## src/rtl/mips_ctrl_pkg.sv

```systemverilog
// Shared encodings and the per-stage control bundle for the MIPS pipeline control unit.
package mips_ctrl_pkg;

    localparam int unsigned OP_W    = 6;
    localparam int unsigned FUNCT_W = 6;
    localparam int unsigned JUMP_W  = 3;

    localparam logic [OP_W-1:0] OP_RTYPE = 6'b000000;
    localparam logic [OP_W-1:0] OP_J     = 6'b000010;
    localparam logic [OP_W-1:0] OP_JAL   = 6'b000011;
    localparam logic [OP_W-1:0] OP_BEQ   = 6'b000100;
    localparam logic [OP_W-1:0] OP_BNE   = 6'b000101;
    localparam logic [OP_W-1:0] OP_ADDI  = 6'b001000;
    localparam logic [OP_W-1:0] OP_SLTI  = 6'b001010;
    localparam logic [OP_W-1:0] OP_ANDI  = 6'b001100;
    localparam logic [OP_W-1:0] OP_ORI   = 6'b001101;
    localparam logic [OP_W-1:0] OP_LW    = 6'b100011;
    localparam logic [OP_W-1:0] OP_SW    = 6'b101011;

    localparam logic [FUNCT_W-1:0] FUNCT_JR  = 6'b001000;
    localparam logic [FUNCT_W-1:0] FUNCT_ADD = 6'b100000;
    localparam logic [FUNCT_W-1:0] FUNCT_SUB = 6'b100010;
    localparam logic [FUNCT_W-1:0] FUNCT_AND = 6'b100100;
    localparam logic [FUNCT_W-1:0] FUNCT_OR  = 6'b100101;
    localparam logic [FUNCT_W-1:0] FUNCT_SLT = 6'b101010;

    typedef enum logic [2:0] {
        ALU_AND = 3'b000,
        ALU_OR  = 3'b001,
        ALU_ADD = 3'b010,
        ALU_SUB = 3'b110,
        ALU_SLT = 3'b111
    } alu_ctrl_t;

    typedef struct packed {
        logic      regwrite;
        logic      memtoreg;
        logic      memwrite;
        logic      alusrc;
        logic      regdst;
        logic      jal;
        logic      branch;
        logic      nbranch;
        alu_ctrl_t alucontrol;
    } ctrl_t;

    localparam ctrl_t CTRL_BUBBLE = '{
        regwrite:   1'b0,
        memtoreg:   1'b0,
        memwrite:   1'b0,
        alusrc:     1'b0,
        regdst:     1'b0,
        jal:        1'b0,
        branch:     1'b0,
        nbranch:    1'b0,
        alucontrol: ALU_ADD
    };

endpackage

```

## src/rtl/ctrl_decode.sv

```systemverilog
// Combinational main/ALU decoder: op/funct to control bundle, jump select, immext and illegal flag.
module ctrl_decode
    import mips_ctrl_pkg::*;
#(
    parameter bit EXT_ISA = 1'b1
) (
    input  logic [OP_W-1:0]    op,
    input  logic [FUNCT_W-1:0] funct,
    output ctrl_t              ctrl,
    output logic [JUMP_W-1:0]  jump,
    output logic               immext,
    output logic               illegal
);

    // Unknown encodings fall through to the bubble so no X ever leaves the decoder.
    always_comb begin
        ctrl    = CTRL_BUBBLE;
        jump    = '0;
        immext  = 1'b0;
        illegal = 1'b0;
        case (op)
            OP_RTYPE: begin
                case (funct)
                    FUNCT_JR:  jump = 3'b010;
                    FUNCT_ADD: begin ctrl.regwrite = 1'b1; ctrl.regdst = 1'b1; ctrl.alucontrol = ALU_ADD; end
                    FUNCT_SUB: begin ctrl.regwrite = 1'b1; ctrl.regdst = 1'b1; ctrl.alucontrol = ALU_SUB; end
                    FUNCT_AND: begin ctrl.regwrite = 1'b1; ctrl.regdst = 1'b1; ctrl.alucontrol = ALU_AND; end
                    FUNCT_OR:  begin ctrl.regwrite = 1'b1; ctrl.regdst = 1'b1; ctrl.alucontrol = ALU_OR;  end
                    FUNCT_SLT: begin ctrl.regwrite = 1'b1; ctrl.regdst = 1'b1; ctrl.alucontrol = ALU_SLT; end
                    default:   illegal = 1'b1;
                endcase
            end
            OP_J: jump = 3'b001;
            OP_JAL: begin
                jump          = 3'b101;
                ctrl.regwrite = 1'b1;
                ctrl.alusrc   = 1'b1;
                ctrl.jal      = 1'b1;
            end
            OP_LW: begin
                ctrl.regwrite = 1'b1;
                ctrl.alusrc   = 1'b1;
                ctrl.memtoreg = 1'b1;
            end
            OP_SW: begin
                ctrl.alusrc   = 1'b1;
                ctrl.memwrite = 1'b1;
            end
            OP_BEQ: begin
                ctrl.branch     = 1'b1;
                ctrl.alucontrol = ALU_SUB;
            end
            OP_ADDI: begin
                ctrl.regwrite = 1'b1;
                ctrl.alusrc   = 1'b1;
            end
            OP_BNE: begin
                if (EXT_ISA) begin
                    ctrl.nbranch    = 1'b1;
                    ctrl.alucontrol = ALU_SUB;
                end else begin
                    illegal = 1'b1;
                end
            end
            OP_ANDI: begin
                if (EXT_ISA) begin
                    ctrl.regwrite = 1'b1; ctrl.alusrc = 1'b1; ctrl.alucontrol = ALU_AND; immext = 1'b1;
                end else begin
                    illegal = 1'b1;
                end
            end
            OP_ORI: begin
                if (EXT_ISA) begin
                    ctrl.regwrite = 1'b1; ctrl.alusrc = 1'b1; ctrl.alucontrol = ALU_OR; immext = 1'b1;
                end else begin
                    illegal = 1'b1;
                end
            end
            OP_SLTI: begin
                if (EXT_ISA) begin
                    ctrl.regwrite = 1'b1; ctrl.alusrc = 1'b1; ctrl.alucontrol = ALU_SLT;
                end else begin
                    illegal = 1'b1;
                end
            end
            default: illegal = 1'b1;
        endcase
    end

endmodule

```

## src/rtl/pipe_ctrl_unit.sv

```systemverilog
// Pipelined control unit: decodes in D, carries the control bundle through E/M/W, resolves branches.
module pipe_ctrl_unit
    import mips_ctrl_pkg::*;
#(
    parameter bit BRANCH_IN_DECODE = 1'b0,
    parameter bit EXT_ISA          = 1'b1
) (
    input  logic                clk,
    input  logic                reset_n,
    input  logic [OP_W-1:0]     op_d,
    input  logic [FUNCT_W-1:0]  funct_d,
    input  logic                equal_d,
    input  logic                zero_e,
    input  logic                stall_e,
    input  logic                flush_e,
    output logic [JUMP_W-1:0]   jump_d,
    output logic                immext_d,
    output logic                illegal_d,
    output logic                pcsrc,
    output logic                regwrite_e,
    output logic                memtoreg_e,
    output logic                memwrite_e,
    output logic                alusrc_e,
    output logic                regdst_e,
    output logic                jal_e,
    output logic [2:0]          alucontrol_e,
    output logic                regwrite_m,
    output logic                memtoreg_m,
    output logic                memwrite_m,
    output logic                jal_m,
    output logic                regwrite_w,
    output logic                memtoreg_w,
    output logic                jal_w,
    output logic                illegal_seen
);

    ctrl_t ctrl_d;
    ctrl_t ctrl_e;
    logic  unused_c;

    ctrl_decode #(
        .EXT_ISA (EXT_ISA)
    ) u_decode (
        .op      (op_d),
        .funct   (funct_d),
        .ctrl    (ctrl_d),
        .jump    (jump_d),
        .immext  (immext_d),
        .illegal (illegal_d)
    );

    // E register: flush wins over stall, stall holds.
    always_ff @(posedge clk or negedge reset_n) begin
        if (!reset_n) begin
            ctrl_e <= CTRL_BUBBLE;
        end else if (flush_e) begin
            ctrl_e <= CTRL_BUBBLE;
        end else if (!stall_e) begin
            ctrl_e <= ctrl_d;
        end
    end

    // Sticky flag: only an illegal decode actually captured into E counts.
    always_ff @(posedge clk or negedge reset_n) begin
        if (!reset_n) begin
            illegal_seen <= 1'b0;
        end else if (!flush_e && !stall_e && illegal_d) begin
            illegal_seen <= 1'b1;
        end
    end

    // M register: a held E must not also advance, so M takes a bubble.
    always_ff @(posedge clk or negedge reset_n) begin
        if (!reset_n) begin
            regwrite_m <= 1'b0;
            memtoreg_m <= 1'b0;
            memwrite_m <= 1'b0;
            jal_m      <= 1'b0;
        end else if (stall_e && !flush_e) begin
            regwrite_m <= 1'b0;
            memtoreg_m <= 1'b0;
            memwrite_m <= 1'b0;
            jal_m      <= 1'b0;
        end else begin
            regwrite_m <= ctrl_e.regwrite;
            memtoreg_m <= ctrl_e.memtoreg;
            memwrite_m <= ctrl_e.memwrite;
            jal_m      <= ctrl_e.jal;
        end
    end

    always_ff @(posedge clk or negedge reset_n) begin
        if (!reset_n) begin
            regwrite_w <= 1'b0;
            memtoreg_w <= 1'b0;
            jal_w      <= 1'b0;
        end else begin
            regwrite_w <= regwrite_m;
            memtoreg_w <= memtoreg_m;
            jal_w      <= jal_m;
        end
    end

    assign regwrite_e   = ctrl_e.regwrite;
    assign memtoreg_e   = ctrl_e.memtoreg;
    assign memwrite_e   = ctrl_e.memwrite;
    assign alusrc_e     = ctrl_e.alusrc;
    assign regdst_e     = ctrl_e.regdst;
    assign jal_e        = ctrl_e.jal;
    assign alucontrol_e = 3'(ctrl_e.alucontrol);

    always_comb begin
        pcsrc = 1'b0;
        if (BRANCH_IN_DECODE) begin
            pcsrc = (ctrl_d.branch & equal_d) | (ctrl_d.nbranch & ~equal_d);
        end else begin
            pcsrc = (ctrl_e.branch & zero_e) | (ctrl_e.nbranch & ~zero_e);
        end
    end

    // Only one of the two compare sources is consumed, depending on BRANCH_IN_DECODE.
    assign unused_c = &{1'b0, equal_d, zero_e, ctrl_e.branch, ctrl_e.nbranch};

endmodule
```

## config.mk

```make
export PLATFORM = sky130hd
export DESIGN_NAME = pipe_ctrl_unit
export DESIGN_NICKNAME = d
export VERILOG_FILES = /design/src/rtl/mips_ctrl_pkg.sv /design/src/rtl/ctrl_decode.sv /design/src/rtl/pipe_ctrl_unit.sv
export SDC_FILE = /design/constraint.sdc
export NUM_CORES = 1
export LEC_CHECK = 0
export ABC_CLOCK_PERIOD_IN_PS = 7400
export CAP_MARGIN = 20
export CORE_MARGIN = 3
export CORE_UTILIZATION = 30
export CTS_CLUSTER_DIAMETER = 150
export DETAILED_ROUTE_END_ITERATION = 16
export PLACE_DENSITY_LB_ADDON = 0.1
export SKIP_CTS_REPAIR_TIMING = 1
export SLEW_MARGIN = 15
export SYNTH_ARGS = -nofsm -noshare
export SYNTH_HDL_FRONTEND = slang
export SYNTH_SLANG_ARGS = --single-unit
```

## constraint.sdc

```tcl
create_clock -name clk -period 7.4 [get_ports clk]
set_clock_uncertainty 0.2 [all_clocks]
set_input_delay 2.22 -clock clk [delete_from_list [all_inputs] [get_ports clk]]
set_output_delay 2.22 -clock clk [all_outputs]
set_load 0.02 [all_outputs]
```

Yosys cells after proc, flatten, opt, wreduce, memory -nomap -nowiden
Cells that the tools add are included.
W data, S select, Z words.
- $mul: 0
- $lt $le $gt $ge: 0
- add/subtract/negate cells: 0
- reduce and logical (&&, ||, !) cells: 13
- bitwise operators: 4
- equality and inequality tests: 17
- shift-type cells: 0
- divide/modulo/power cells: 0
- multiplexer cells: 22
- operator list (cell ; number):
    $eq A6 B6 Y1 const B ; 7
    $eq A6 B4 Y1 const B ; 5
    $mux W11 ; 2
    $pmux W3 S5 ; 1
    $mux W1 ; 14
    $eq A6 B2 Y1 const B ; 2
    $eq A6 B3 Y1 const B ; 2
    $pmux W3 S4 ; 1
    $reduce_or A6 Y1 ; 2
    $reduce_or A10 Y1 ; 1
    $pmux W3 S3 ; 1
    $reduce_or A7 Y1 ; 1
    $logic_not A6 Y1 ; 1
    $reduce_or A5 Y1 ; 1
    $pmux W1 S2 ; 2
    $reduce_or A2 Y1 ; 2
    $logic_and A1 B1 Y1 ; 3
    $and A1 B1 Y1 ; 2
    $logic_not A1 Y1 ; 2
    $mux W2 ; 1
    $ne A2 B1 Y1 const B ; 1
    $not A1 Y1 ; 1
    $or A1 B1 Y1 ; 1
- memories kept: 0
- output and inout bits: 23
- register bits after elaboration: 19
- input port bits: 18
- bits in writable memories: 0
- latch bits: 0
- word-level logic and storage cells: 73
- bits in read-only memories: 0

Logic depth before layout (Yosys ltp)
Gate-level depths: netlist of run 1.
- word-level depth: 6
- gate-level depth with buffers: 5
- gate-level depth less buffers: 4

Modules after synthesis
From an unflattened synthesis of run 1, not the netlist that was laid out.
- cell total of the unflattened synthesis: 113
- area, all modules: 1099.8 um2
- by module, submodules not included (module ; area an instance (um2) ; cells an instance ; instances ; seq. area each (um2)):
    pipe_ctrl_unit ; 720.7 ; 54 ; 1 ; 476.7
    ctrl_decode ; 379.1 ; 59 ; 1 ; 0.0

Worst setup path before layout of run 1
No wires, ideal clock.
- path type: input port to output port
- start: input port op_d[5]
- end: output port jump_d[1]
- path slack: 1.253 ns
- cell stages on the path: 3
- data required time: 4.980 ns
- arrival: 3.727 ns
- path buffers: 0
- path through: or4_4 -> or2_4 -> nor4_1
- cells in the longest elaborated chain, start to end: 2
- elaborated cells between the ends (all ways): 4
- those cells by class: eq/ne (2); mux (1); reduce/logical (1)
- RTL lines (what ; RTL line ; text):
    from (decl) ; pipe_ctrl_unit.sv:10 ; input logic [OP_W-1:0] op_d,
    $eq A6 B2 Y1 / $logic_not A6 Y1 (equally long branches) ; ctrl_decode.sv:21 ; case (op)
    $pmux W3 S3 * ; ctrl_decode.sv:21 ;
    to (decl) ; pipe_ctrl_unit.sv:16 ; output logic [JUMP_W-1:0] jump_d,
Mark *: on every way between the ends. The rest lies on a longest branch, timed or not.

Worst setup path after layout of run 1
Same ends and word-level chain as after synthesis.

==> results.sh, run 1 <==
export IMPL_cts_tree="built"
export IMPL_wl_met3_microns=161
export IMPL_fin_nets=166
export IMPL_min_path_cells=0
export IMPL_vias=969
export IMPL_start_kind="input pin"
export IMPL_start_util_pct=33.1
export IMPL_synth_cells=110
export IMPL_crit_slowest_cell="clkdlybuf4s50_1"
export IMPL_drt_iter0_drc=34
export IMPL_final_antenna_net_count=0
export IMPL_status="finished, final reports clean"
export IMPL_core_sq_mm=0.00320
export IMPL_leakagePower_nw=0.621
export IMPL_worst_pin_slew_ns=0.831
export IMPL_finalPower_mw=0.195
export IMPL_wl_met2_mm=1.28
export IMPL_fp_dieH_microns=65.4
export IMPL_maxCapViolCount=0
export IMPL_syn_num_nets=128
export IMPL_io_pins=41
export IMPL_period_minus_slack_ns=6.97
export IMPL_cts_buffer_depth=2
export IMPL_dp_slack_ns=0.419
export IMPL_dr_pass1_iters=4
export IMPL_ys_seq_area_share_pct=45.0
export IMPL_top_layer="met4"
export IMPL_row_count=20
export IMPL_antenna_found_initial=0
export IMPL_diodes=0
export IMPL_rsz0062_at_grt="false"
export IMPL_met1_length_mm=1.11
export IMPL_nFillCells=325
export IMPL_dieArea_sq_mm=0.00428
export IMPL_grt_max_degree=20
export IMPL_drt_total_wl_mm=2.56
export IMPL_final_setup_viol_count=0
export IMPL_slew_violations=0
export IMPL_post_route_period_util_pct=94.2
export IMPL_synth_seq_cells=19
export IMPL_synth_edf_count=0
export IMPL_fmax_mhz=143
export IMPL_arrival_ns=4.55
export IMPL_clkSlewWorstSetupHoldPaths_ns=0.10
export IMPL_drive_gt1_share_pct=10.2
export IMPL_grt_pass1_wl_mm=4.55
export IMPL_post_dp_hpwl_mm=2.02
export IMPL_ys_warn_count=0
export IMPL_worst_skew_pair_late_latency_ns=0.30
export IMPL_area_delta_synth_final_pct=42.4
export IMPL_slew_headroom_pct=44.4
export IMPL_port_buffers=39
export IMPL_final_cell_mix="clkdlybuf4s50_1 (39), dfrtp_1 (18), nor2_1 (12)"
export IMPL_hold_violations=0
export IMPL_grt_pass1_vias=952
export IMPL_ctsHtreeMaxLevel=1
export IMPL_die_width_microns=65.4
export IMPL_path_class="in2out"
export IMPL_crit_chain="clkdlybuf4s50_1 -> or4_4 -> or2_4 -> nor4_1 -> clkdlybuf4s50_1"
export IMPL_ys_async_sr_fraction_pct=100
export IMPL_peakVddDrop_mv=0.0439
export IMPL_r2r_cells=1
export IMPL_worst_slack_ns=0.430
export IMPL_grt_overflow_total=0
export IMPL_layout_commonest_cell="clkdlybuf4s50_1"
export IMPL_numCtsBuffers=3
export IMPL_worst_ep_required_time_ns=4.98
export IMPL_tns_ns=0
export IMPL_vias_per_cell=5.07
export IMPL_mappedNetlistArea_sq_mm=0.00106
export IMPL_critPathCaptureType="output port"
export IMPL_gp_congestion=0.804
export IMPL_power_density_mw_per_mm2=129
export IMPL_ctsRootBufferMaster="clkbuf_4"
export IMPL_route_detailed_drc=0
export IMPL_avgSynthCellArea_sq_um=9.63
export IMPL_grt_usage_pct=13.7
export IMPL_worst_path_most_repeated_cell="clkdlybuf4s50_1"
export IMPL_cts_sinks=19
export IMPL_cp_max_fo=8
export IMPL_ys_types=44
export IMPL_wl_per_cell_microns=13.4
export IMPL_hp_class="reg2reg"
export IMPL_max_stage_delay_ns=0.65
export IMPL_synth_flop_cell="dfrtp_1"
==> worst max-delay path, delay by kind of cell <==
family	cells	cell delay [ns]
simple gates	3	1.15
buf+inv	2	1.17
==> synth_stat cells (all sizes together), types with 2 or more instances <==
master   n  area share [%]
dfrtp   18              43
nor2    12             4.2
nor2b    9             5.3
clkbuf   6             2.2
a21oi    5             2.4
inv      4             1.4
nor4     4             3.8
o21ai    4             1.9
a22o     3             2.5
and3     3             1.8
buf      3             2.1
nand2    3             1.1
or3      3             1.8
nand2b   2             1.2
nand3b   2             1.4
nor3     2            0.94
o31ai    2             1.4
or2      2             1.4
==> logic make-up (layout without fill, tap and decap cells) <==
kind of cell | after synthesis | after routing | synth area share [%]
AOI/OAI and AO/OA | 27 | 27 | 18.7
xor gates and xnor gates | 1 | 1 | 0.827
buffers and inverters | 13 | 50 | 5.78
DFF | 19 | 19 | 45.0
muxes | 1 | 1 | 1.06
and+or+nand+nor | 49 | 49 | 28.7
==> metal layers <==
layer	track usage, %	up-vias
met3	3.42	2
met5	0	-
met1	18.3	450
li1	-	477
met4	4.66	0
met2	21.7	40
==> worst paths after layout <==
kind	start	end	slack [ns]
max	op_d[5]	jump_d[1]	0.43
min	regwrite_m	regwrite_w	0.18
max reg2reg	regwrite_e	regwrite_e	6.34
min reg2reg	regwrite_m	regwrite_w	0.18
max in group asynchronous	reset_n	regdst_e	4.30
min in group asynchronous	reset_n	regwrite_e	2.18
==> registers in the layout, summed over array words and instances (netlist names) <==
| name | cells |
|---|---|
| alucontrol_e | 3 |
| jal_m | 1 |
| memtoreg_w | 1 |
| jal_e | 1 |
| regwrite_e | 1 |
| alusrc_e | 1 |
| memtoreg_e | 1 |
| regwrite_m | 1 |
| memwrite_e | 1 |
| jal_w | 1 |
| regdst_e | 1 |
| memtoreg_m | 1 |
| regwrite_w | 1 |
| memwrite_m | 1 |
| illegal_seen | 1 |
| ctrl_e | 2 |
==> report_power, final <==
part           switching, mW  internal (mW)  leakage [nW]  total [mW]
Clock                 0.0330         0.0202        0.0177      0.0532
Combinational         0.0195         0.0173         0.347      0.0368
Sequential          0.000458          0.105         0.256       0.105
Total                 0.0529          0.142         0.621       0.195
==> per-stage QoR <==
step                std cells  hold WS (ns)  cell area (sq um)  utilization, %
floorplan                 110         0.274               1060               -
global placement          187         0.157               1480            46.3
detailed placement        187         0.159               1480            46.3
CTS                       191         0.187               1510            47.1
global route              191         0.195               1510            47.1
finish                    191         0.182               1510            47.1
==> area by class of cell <==
| class | count | area [sq um] | area share [%] |
|---|---|---|---|
| multi-input cells | 78 | 522 | 34.6 |
| clock buffers | 3 | 22.5 | 1.49 |
| flip-flops and latches | 19 | 477 | 31.6 |
| repair buffers | 42 | 413 | 27.4 |
| clock inverters | 1 | 5.00 | 0.332 |
| inverters | 4 | 15.0 | 0.995 |
| well taps | 44 | 55.1 | 3.65 |
Power figures use the tool's default switching activity.
==> inputs of run 2 (changes only) <==
- ABC_CLOCK_PERIOD_IN_PS: 7400 -> 7700
- CELL_PAD_IN_SITES_DETAIL_PLACEMENT: default -> 0
- CELL_PAD_IN_SITES_GLOBAL_PLACEMENT: default -> 1
- clock period: 7.4 -> 7.7 ns (I/O delays scaled with it)
==> run 2 against run 1 <==
Against the previous run: sequential power shrank 4%; non-clock buffer count unchanged; wire length increased by 2.5%; core utilization unchanged; power is 4.4% lower; flip-flop and latch count did not move; combinational power is 2% lower; critical path type unchanged; largest power group unchanged.
==> results.sh, run 2 (synthesized netlist as in run 1, its figures left out) <==
export IMPL_status="finished, final reports clean"
export IMPL_numCtsBuffers=3
export IMPL_power_density_mw_per_mm2=124
export IMPL_grt_overflow_total=0
export IMPL_largest_register_ff_count=3
export IMPL_slew_headroom_pct=44.0
export IMPL_drt_iter0_drc=20
export IMPL_maxCapViolCount=0
export IMPL_hold_start="regwrite_m"
export IMPL_worst_skew_pair_late_latency_ns=0.29
export IMPL_hp_class="reg2reg"
export IMPL_path_class="in2out"
export IMPL_drt_total_wl_mm=2.63
export IMPL_antenna_found_initial=0
export IMPL_critPathCaptureType="output port"
export IMPL_final_setup_viol_count=0
export IMPL_grt_pass1_vias=965
export IMPL_cts_buffer_depth=2
export IMPL_rsz0062_at_grt="false"
export IMPL_worst_pin_slew_ns=0.837
export IMPL_slew_violations=0
export IMPL_worst_slack_ns=0.516
export IMPL_clkSlewWorstSetupHoldPaths_ns=0.11
export IMPL_fp_dieH_microns=65.4
export IMPL_vias_per_cell=5.09
export IMPL_cp_startpoint="op_d[5]"
export IMPL_drive_gt1_share_pct=10.2
export IMPL_finalPower_mw=0.187
export IMPL_dpl_cell_area_sq_mm=0.00148
export IMPL_tns_ns=0
export IMPL_start_util_pct=33.1
export IMPL_gp_congestion=0.785
export IMPL_peakVddDrop_mv=0.0535
export IMPL_port_buffers=39
export IMPL_fmax_mhz=139
export IMPL_cts_tree="built"
export IMPL_final_antenna_net_count=0
export IMPL_ctsRootBufferMaster="clkbuf_4"
export IMPL_dr_pass1_iters=4
export IMPL_route_detailed_drc=0
export IMPL_row_count=20
export IMPL_leakagePower_nw=0.621
export IMPL_nFillCells=335
export IMPL_grt_pass1_wl_mm=4.64
export IMPL_worst_ep_required_time_ns=5.19
export IMPL_cts_sinks=19
export IMPL_arrival_ns=4.67
export IMPL_layout_commonest_cell="clkdlybuf4s50_1"
export IMPL_ctsHtreeMaxLevel=1
export IMPL_period_minus_slack_ns=7.18
export IMPL_wl_per_cell_microns=13.7
export IMPL_diodes=0
export IMPL_final_cell_mix="clkdlybuf4s50_1 (39), dfrtp_1 (18), nor2_1 (12)"
export IMPL_dieArea_sq_mm=0.00428
export IMPL_area_delta_synth_final_pct=42.4
export IMPL_grt_usage_pct=13.9
export IMPL_hold_violations=0
export IMPL_io_pins=41
export IMPL_dp_slack_ns=0.496
export IMPL_fin_area_sq_mm=0.00151
export IMPL_core_sq_mm=0.00320
export IMPL_vias=973
export IMPL_grt_max_degree=20
export IMPL_post_dp_hpwl_mm=2.08
export IMPL_fin_nets=166
export IMPL_start_kind="input pin"
export IMPL_rr_startpoint="regwrite_e"
export IMPL_cp_max_fo=8
export IMPL_post_route_period_util_pct=93.3
export IMPL_holdWs_ns=0.183
export IMPL_die_width_microns=65.4
## run 2: cell counts in the layout (fill, tap and decap cells not counted)
Identical to the previous run, type by type.
## run 2: worst max-delay path, cell delays in order
cell             delay (ns)
clkdlybuf4s50_1        0.55
or4_4                  0.63
a211oi_1               0.29
o21ai_0                0.18
nand3b_1               0.11
clkdlybuf4s50_1        0.60
## run 2: power by group
part	leakage (nW)	internal [mW]	switching [mW]
logic	0.347	0.0167	0.0192
registers	0.256	0.101	0.000453
clock network	0.0177	0.0193	0.0303
## run 2: path summary, 6_finish.rpt
check | end | slack (ns) | cells past startpoint
max reg2reg | regwrite_e | 6.64 | 1
min reg2reg | regwrite_w | 0.18 | 0
max | illegal_d | 0.52 | 6
max in group asynchronous | jal_w | 4.50 | 1
min | regwrite_w | 0.18 | 0
min in group asynchronous | alucontrol_e[0] | 2.28 | 1
## run 2: through the flow
| step | util [%] | std cells |
|---|---|---|
| floorplan | - | 110 |
| global placement | 46.3 | 187 |
| detailed placement | 46.3 | 187 |
| CTS | 47.1 | 191 |
| global route | 47.1 | 191 |
| finish | 47.1 | 191 |
## run 2: routing by layer
layer | GRT usage (%) | share of wire (%) | vias to the layer above
met2 | 22.0 | 46 | 27
met4 | 3.89 | 1.2 | 0
li1 | - | - | 479
met5 | 0 | 0 | -
met3 | 3.42 | 5.2 | 4
met1 | 18.7 | 48 | 463
## run 2: final cells by class
cell class | count | area, sq um | area share [%]
tap | 44 | 55.1 | 3.65
clock inverter | 1 | 5.00 | 0.332
timing repair buffer | 42 | 413 | 27.4
clock buffer | 3 | 22.5 | 1.49
sequential | 19 | 477 | 31.6
multi-input combinational | 78 | 522 | 34.6
inverter | 4 | 15.0 | 0.995
==> inputs of run 3 (changes only) <==
- ABC_CLOCK_PERIOD_IN_PS: 7700 -> default
==> results of run 3 <==
Final layout, timing and power as in run 2 (identical DEF).
